`src/rtl/slicel_cfg_pkg.sv`:
```
// rtl/slicel_cfg_pkg.sv - shared types, defaults and sizing helpers for the slicel config sequencer
package slicel_cfg_pkg;

  typedef enum logic [2:0] {
    ST_IDLE,
    ST_LOAD,
    ST_SHIFT,
    ST_SETTLE,
    ST_RUN
  } state_t;

  localparam int CFG_BITS_DEF = 143;
  localparam int WORD_W_DEF   = 8;

  function automatic int calc_nw(input int cfg_bits, input int word_w);
    return (cfg_bits + word_w - 1) / word_w;
  endfunction

  function automatic int calc_pad(input int cfg_bits, input int word_w);
    return calc_nw(cfg_bits, word_w) * word_w - cfg_bits;
  endfunction

endpackage

```
`src/rtl/slicel_cfg_ser.sv`:
```
// rtl/slicel_cfg_ser.sv - parallel-load MSB-first word serializer with bit counter and last_bit flag
module slicel_cfg_ser
  import slicel_cfg_pkg::*;
#(
  parameter int WORD_W = WORD_W_DEF,
  parameter int PAD    = 0
) (
  input  logic              clk,
  input  logic              rst_n,
  input  logic              clr,
  input  logic              load,
  input  logic              first,
  input  logic              shift,
  input  logic [WORD_W-1:0] din,
  output logic              sout,
  output logic              last_bit
);

  localparam int CW = $clog2(WORD_W + 1);

  logic [WORD_W-1:0] sreg;
  logic [CW-1:0]     cnt;

  // Word 0 is pre-shifted so its padding bits never reach the MSB output.
  always_ff @(posedge clk or negedge rst_n) begin
    if (!rst_n) begin
      sreg <= '0;
      cnt  <= '0;
    end else if (clr) begin
      sreg <= '0;
      cnt  <= '0;
    end else if (load) begin
      sreg <= first ? (din << PAD) : din;
      cnt  <= first ? CW'(WORD_W - PAD) : CW'(WORD_W);
    end else if (shift && cnt != '0) begin
      sreg <= {sreg[WORD_W-2:0], 1'b0};
      cnt  <= cnt - 1'b1;
    end
  end

  assign sout     = sreg[WORD_W-1];
  assign last_bit = (cnt == CW'(1));

endmodule

```
`src/rtl/slicel_cfg_sequencer.sv`:
```
// rtl/slicel_cfg_sequencer.sv - slicel config loader: word stream to serial chain, then run mode
// Optional parity check of the shifted stream is enabled by defining SLICEL_CFG_PARITY_EN.
module slicel_cfg_sequencer
  import slicel_cfg_pkg::*;
#(
  parameter int CFG_BITS   = CFG_BITS_DEF,
  parameter int WORD_W     = WORD_W_DEF,
  parameter int SETTLE_CYC = 2
) (
  input  logic              clk,
  input  logic              rst_n,
  input  logic              start,
  input  logic [WORD_W-1:0] word_in,
  input  logic              word_valid,
  output logic              word_ready,
  output logic              cfg_sin,
  output logic              cfg_shift_en,
  output logic              cen,
  output logic              reg_ce,
  output logic              busy,
  output logic              done
`ifdef SLICEL_CFG_PARITY_EN
  ,
  input  logic              cfg_parity,
  output logic              parity_err
`endif
);

  localparam int NW  = calc_nw(CFG_BITS, WORD_W);
  localparam int PAD = calc_pad(CFG_BITS, WORD_W);
  localparam int WCW = (NW > 1) ? $clog2(NW) : 1;
  localparam int SCW = (SETTLE_CYC > 1) ? $clog2(SETTLE_CYC) : 1;

  state_t         state, state_nxt;
  logic [WCW-1:0] wcnt;
  logic [SCW-1:0] scnt;
  logic           last_bit;
  logic           accept, word_end, settle_end, load_go, par_ok;

  assign accept     = (state == ST_LOAD) && word_valid;
  assign word_end   = (state == ST_SHIFT) && last_bit;
  assign settle_end = (state == ST_SETTLE) && (scnt == SCW'(SETTLE_CYC - 1));
  assign load_go    = start && ((state == ST_IDLE) || (state == ST_RUN));

  slicel_cfg_ser #(
    .WORD_W(WORD_W),
    .PAD   (PAD)
  ) u_ser (
    .clk     (clk),
    .rst_n   (rst_n),
    .clr     (load_go),
    .load    (accept),
    .first   (wcnt == '0),
    .shift   (state == ST_SHIFT),
    .din     (word_in),
    .sout    (cfg_sin),
    .last_bit(last_bit)
  );

  always_ff @(posedge clk or negedge rst_n) begin
    if (!rst_n) begin
      state <= ST_IDLE;
      wcnt  <= '0;
      scnt  <= '0;
      done  <= 1'b0;
    end else begin
      state <= state_nxt;
      done  <= (state_nxt == ST_RUN) && (state != ST_RUN);
      if (load_go)
        wcnt <= '0;
      else if (word_end && wcnt != WCW'(NW - 1))
        wcnt <= wcnt + 1'b1;
      scnt <= (state == ST_SETTLE) ? scnt + 1'b1 : '0;
    end
  end

  always_comb begin
    state_nxt    = state;
    word_ready   = 1'b0;
    cfg_shift_en = 1'b0;
    cen          = 1'b1;
    reg_ce       = 1'b0;
    busy         = 1'b0;
    case (state)
      ST_IDLE: if (start) state_nxt = ST_LOAD;
      ST_LOAD: begin
        word_ready = 1'b1;
        busy       = 1'b1;
        if (word_valid) state_nxt = ST_SHIFT;
      end
      ST_SHIFT: begin
        cfg_shift_en = 1'b1;
        busy         = 1'b1;
        if (last_bit) state_nxt = (wcnt == WCW'(NW - 1)) ? ST_SETTLE : ST_LOAD;
      end
      ST_SETTLE: begin
        busy = 1'b1;
        if (settle_end) state_nxt = par_ok ? ST_RUN : ST_IDLE;
      end
      ST_RUN: begin
        cen    = 1'b0;
        reg_ce = 1'b1;
        if (start) state_nxt = ST_LOAD;
      end
      default: state_nxt = ST_IDLE;
    endcase
  end

`ifdef SLICEL_CFG_PARITY_EN
  logic par_acc, par_exp;

  always_ff @(posedge clk or negedge rst_n) begin
    if (!rst_n) begin
      par_acc    <= 1'b0;
      par_exp    <= 1'b0;
      parity_err <= 1'b0;
    end else if (load_go) begin
      par_acc    <= 1'b0;
      par_exp    <= cfg_parity;
      parity_err <= 1'b0;
    end else begin
      if (state == ST_SHIFT) par_acc <= par_acc ^ cfg_sin;
      if (settle_end && (par_acc != par_exp)) parity_err <= 1'b1;
    end
  end

  assign par_ok = (par_acc == par_exp);
`else
  assign par_ok = 1'b1;
`endif

endmodule
```
`config.mk`:
```
export PLATFORM = sky130hd
export DESIGN_NAME = slicel_cfg_sequencer
export DESIGN_NICKNAME = d
export VERILOG_FILES = /design/src/rtl/slicel_cfg_pkg.sv /design/src/rtl/slicel_cfg_ser.sv /design/src/rtl/slicel_cfg_sequencer.sv
export SDC_FILE = /design/constraint.sdc
export NUM_CORES = 1
export LEC_CHECK = 0
export CAP_MARGIN = 20
export CORE_MARGIN = 5
export CORE_UTILIZATION = 60
export CTS_CLUSTER_SIZE = 28
export DETAILED_ROUTE_END_ITERATION = 6
export DONT_BUFFER_PORTS = 1
export PLACE_DENSITY = 0.76
export SLEW_MARGIN = 20
export SYNTH_ARGS = -nofsm -noshare
export SYNTH_HDL_FRONTEND = slang
export SYNTH_SLANG_ARGS = --single-unit
export TNS_END_PERCENT = 1
```
`constraint.sdc`:
```
create_clock -name clk -period 3.4 [get_ports clk]
set_input_delay 0.34 -clock clk [delete_from_list [all_inputs] [get_ports clk]]
set_output_delay 0.34 -clock clk [all_outputs]
set_load 0.02 [all_outputs]
```
After elaboration in Yosys (flattened, before gate mapping)

Index checks and enable logic that the tools add are counted.

$add $sub $neg: 3
Shift-type cells: 0
Bitwise gates (word level): 0
Equal/unequal tests: 9
$lt $le $gt $ge: 0
Reductions and logical operators: 15
$mul: 0
Muxes and demuxes: 22
Div/mod/pow operators: 0

Operator list:

| operator                                                           | number |
|---|---|
| 8-bit two-way mux                                                  | 4 |
| 4-bit two-way mux                                                  | 4 |
| 3-bit two-way mux                                                  | 4 |
| 3-bit case mux with 4 select lines                                 | 1 |
| 5-bit two-way mux                                                  | 2 |
| 1-bit logical AND                                                  | 7 |
| 3-bit by 2-bit == test with 1-bit output, second input constant    | 2 |
| 3-bit == test, second input constant                               | 2 |
| 1-bit two-way mux                                                  | 6 |
| 5-bit by 1-bit adder with 5-bit output, second input constant      | 1 |
| 5-bit == test, second input constant                               | 1 |
| 5-bit zero test                                                    | 1 |
| 5-bit inequality test, second input constant                       | 1 |
| 4-bit by 1-bit == test with 1-bit output, second input constant    | 1 |
| 4-bit nonzero test                                                 | 1 |
| 4-bit by 1-bit subtractor with 4-bit output, second input constant | 1 |
| 3-bit by 1-bit == test with 1-bit output, second input constant    | 1 |
| 3-bit zero test                                                    | 1 |
| 3-bit inequality test, second input constant                       | 1 |
| 3-bit nonzero test                                                 | 1 |
| 3-bit OR reduction                                                 | 1 |
| 2-bit two-way mux                                                  | 1 |
| 2-bit nonzero test                                                 | 1 |
| 2-bit OR reduction                                                 | 1 |
| other kinds (2)                                                    | 2 |

Bits in writable memories: 0
Memories kept: 0
Input bits: 12
Latch bits: 0
Flip-flop bits (word level): 22
Memory bits (read-only): 0
Output and inout port bits: 7

Logic depth before layout (Yosys ltp)

Depth after elaboration: 6
Mapped depth: 7

Cells and area by module

A second synthesis with hierarchy kept.

Cells, all modules: 129
Area total of the unflattened synthesis: 1285.0 um2

By module, submodules not included:

| module               | times used | cells each | area each (um2) |
|---|---|---|---|
| slicel_cfg_ser       | 1          | 78         | 735.7 |
| slicel_cfg_sequencer | 1          | 51         | 549.3 |

Worst setup path after synthesis

Ideal clock, no wire load.

Path kind: register -> register
From: register u_ser.cnt[0]
To: register u_ser.cnt[1]
Slack: 1.661 ns
Arrival: 1.615 ns
Stages on the path, launching flop included: 8
Library setup time: 0.124 ns
Path buffers: 1
Cell sequence: dfrtp_1 inv_1 ha_1 or3b_2 nand2_2 buf_4 nor3b_1 o31a_1

Cells in the longest elaborated chain, start to end: 4
Elaborated cells between the ends (all ways): 7
Those cells by class: 1 x add/sub; 3 x mux; 3 x reduce/logical

Ends and longest elaborated chain:

| what                                        | RTL line             | source |
|---|---|---|
| start: declaration                          | slicel_cfg_ser.sv:22 | `logic [CW-1:0] cnt;` |
| start signal: assignment                    | slicel_cfg_ser.sv:34 | `cnt <= first ? CW'(WORD_W - PAD) : CW'(WORD_W);` |
| start signal: assignment                    | slicel_cfg_ser.sv:37 | `cnt <= cnt - 1'b1;` |
| 4-bit by 1-bit subtractor with 4-bit output | slicel_cfg_ser.sv:37 |  |
| 4-bit two-way mux                           | slicel_cfg_ser.sv:35 | `end else if (shift && cnt != '0) begin` |
| 4-bit two-way mux                           | slicel_cfg_ser.sv:32 | `end else if (load) begin` |
| 4-bit two-way mux                           | slicel_cfg_ser.sv:29 | `end else if (clr) begin` |

Parallel ways exist; a longest one is shown, timed or not. The select of a mux whose other input is x is not followed.
A chain may end at the register's enable or synchronous reset.

Final worst setup path

From: register state[1]
To: register u_ser.cnt[1]

Cells in the longest elaborated chain, start to end: 4
Elaborated cells between the ends (all ways): 11
Those cells by class: 3 x eq/ne; 2 x mux; 6 x reduce/logical

Ends and longest elaborated chain:

| what                                                             | RTL line                                               | source |
|---|---|---|
| start: declaration                                               | slicel_cfg_sequencer.sv:34                             | `state_t state, state_nxt;` |
| start signal: assignment                                         | slicel_cfg_sequencer.sv:67                             | `state <= state_nxt;` |
| 3-bit by 1-bit == test with 1-bit output (tied with other cells) | slicel_cfg_sequencer.sv:40                             | `assign accept = (state == ST_LOAD) && word_valid;` |
| 1-bit logical AND / 1-bit logical OR (equally long branches)     | slicel_cfg_sequencer.sv:40, slicel_cfg_sequencer.sv:43 |  |
| 4-bit two-way mux / 1-bit logical AND (equally long branches)    | slicel_cfg_ser.sv:32, slicel_cfg_sequencer.sv:43       |  |
| 4-bit two-way mux / 3-bit nonzero test (equally long branches)   | -                                                      |  |

Parallel ways exist; a longest one is shown, timed or not.

==> results.yml <==
logic_synthesis:
  ys.warnings.count: 0
  ys_types: 35
  synth-seq-area-share_pct: 43.18
  async_flop_share_pct: 100.0
  synth_edf_count: 0
  synth_nets: 141
  synth.ff_latch_count: 22
  syn_area_per_cell_sq_um: 10.37
  netlist_instances: 123
  syn_area_sq_um: 1275
  synth_ff_type: "dfrtp_1"
cts:
  postCtsSetupRepairBufs: 0
  clock-sinks: 22
  cts_buffers: 3
  ctsResizeCount: 0
  clk_pin_slew_worst_paths_ns: 0.12
  ctsHoldBuffers: 1
  cts-htree-levels: 1
  clockRootBuffer: "clkbuf_4"
  clockBufferDepth: 2
  cts_tree: "done"
  clock_latency_ns: 0.30
timing:
  drv_slew: 0
  tns_ns: 0
  tightestPinTransition_ns: 0.6006
  period_share_pct: 59.27
  final-setup-viol-count: 0
  clock_skew_ns: 0.003809
  hold_viol_final: 22
  maxSlewHeadroom_pct: 59.79
  fin_crit_ns: 2.015
  max_clock_freq_mhz: 496.3
  worst_hold_slack_ns: -0.01106
  rsz0062_at_grt: "no"
grt:
  antenna_found_initial: 0
  grt_pass1_wl_microns: 3891
  track_usage_pct: 15.22
  grt_max_degree: 25
  grt_pass1_vias: 857
  grt_overflow_total: 0
floorplanning:
  die_h_microns: 56.10
  io_pins: 19
  rows: 16
  die_area_sq_um: 3147
  core-area_sq_um: 2002
  die_w_microns: 56.10
  start_util_pct: 63.69
hold_path:
  hold_path_class: "input pin to asynchronous set/reset pin"
final_layout:
  area_delta_synth_final_pct: 5.005
  final_common_cell: "dfrtp_1"
  nets: 144
  layout-drive-gt1-share_pct: 8.800
  num_antenna_cells: 0
  layout_common_cells: "dfrtp_1 (22), a21oi_1 (10), nor2_1 (9), mux2i_1 (9)"
  final_cells: 152
  n_fill_cell: 157
outcome:
  violations: "hold timing"
  status: "complete, but fails checks"
placed_design:
  dp.cells: 147
  post-dp-hpwl_microns: 1622
  port_buffers: 0
  gp_congestion: 0.7219
power_and_ir_drop:
  powerDensity_nw_per_um2: 807.3
  switchingPower_uw: 439.8
  pwr-share-seq_pct: 39.9
  p_total_uw: 1081
  switching_share_pct: 40.70
  combPwrFrac_pct: 47.2
  power_frac_clock_pct: 13.0
  p_int_uw: 640.9
  ir_worst_vdd_mv: 0.4319
  leakage_uw: 0.0006389
route:
  drc: 0
  vias: 857
  viasPerCell: 5.638
  dr.pass1.iters: 4
  routedWlPerCell_microns: 14.43
  drtIter0Drc: 6
  wirelength_microns: 2193
  postRouteAntennaNets: 0
setup_path:
  end_kind: "register"
  worstRegToRegCells: 4
  path_class: "register to register"
  critPathMaxFanout: 11
  r2r_start: "state[1]"
  r2r_setup_slack_ns: 1.38
  cp-start-kind: "register"
  cp.arrival_ns: 2.22
  r2r_end: "u_ser.cnt[1]"
  required_ns: 3.60
run:
  maxCapViolCount: 0
## logic make-up (layout without fill, tap and decap cells)
group / Yosys count / after routing / share of synthesized area [%]
AO/OA/AOI/OAI: 26 / 26 / 12.27
XOR/XNOR: 6 / 6 / 4.122
adder cells (fa/ha/maj): 6 / 6 / 5.888
buffers and inverters: 10 / 12 / 3.239
flip-flops: 22 / 22 / 43.18
multiplexers: 16 / 16 / 13.25
AND/OR/NAND/NOR: 37 / 37 / 18.06
## area by class of cell
type / instances / area [sq um] / share of cell area, %
Clock buffer: 4 / 36.28 / 2.710
Inverter: 6 / 22.52 / 1.682
Multi-Input combinational cell: 91 / 683.2 / 51.03
Sequential cell: 22 / 550.5 / 41.12
Tap cell: 27 / 33.78 / 2.523
Timing Repair Buffer: 2 / 12.51 / 0.9346
## flip-flops by register name, indices dropped and copies added (netlist names)
| register | count |
|---|---|
| u_ser.sreg | 8 |
| wcnt | 5 |
| done | 1 |
| scnt | 1 |
| u_ser.cnt | 4 |
| state | 3 |
## worst max-delay path by stage
stage | cells past startpoint | slack (ns) | start | end
2_1_floorplan | 7 | 1.66 | u_ser.cnt[0] | u_ser.cnt[1]
3_3_place_gp | 4 | 1.47 | state[1] | u_ser.cnt[1]
3_5_place_dp | 4 | 1.39 | state[1] | u_ser.cnt[1]
4_1_cts | 4 | 1.37 | state[1] | u_ser.cnt[1]
5_1_grt | 4 | 1.25 | state[1] | u_ser.cnt[1]
6_report | 4 | 1.38 | state[1] | u_ser.cnt[1]
## worst max-delay path: stages (launching register included)
cell and delay, ns:
dfrtp_1 0.47, nor3b_4 0.57, nand2_2 0.33, and3_1 0.28, o31a_1 0.27
## power groups by stage
stage	clock, uW	combinational, uW	sequential, uW
global route	156	575	444
finish	140	510	431
global placement	0	493	432
CTS	146	517	431
detailed placement	0	509	436
floorplan	0	442	419
## per-layer routing
metal | vias up | global-route usage, % | share of wire, %
li1 | 437 | - | -
met1 | 410 | 19.30 | 47
met2 | 8 | 24.87 | 48
met3 | 2 | 3.480 | 3.7
met4 | 0 | 6.102 | 0.55
met5 | - | 0 | 0
## cells in the mapped netlist, drive strengths merged (3+ instances only)
cell type   n  area [sq um]
a21oi      10         50.05
nor2        9         33.78
nor2b       3         18.77
nand2       7         28.78
o21ai       8         40.03
xor2        4         35.03
and2        3         18.77
mux2        7         78.83
nor3b       3         33.78
clkbuf      3         11.26
ha          6         75.07
dfrtp      22         550.5
inv         6         22.52
nand3       3         15.01
mux2i       9         90.09
## metrics by stage
step | area, sq um | hold WS (ns) | worst slack, ns | utilization (%)
CTS | 1344 | 0.1163 | 1.373 | 67.13
floorplan | 1275 | 0.04441 | 1.661 | -
global route | 1339 | 0.01862 | 1.252 | 66.88
global placement | 1297 | 0.04491 | 1.469 | 64.81
finish | 1339 | -0.01106 | 1.385 | 66.88
detailed placement | 1297 | 0.04513 | 1.395 | 64.81
Note: power is estimated with default switching activity, not from simulation.
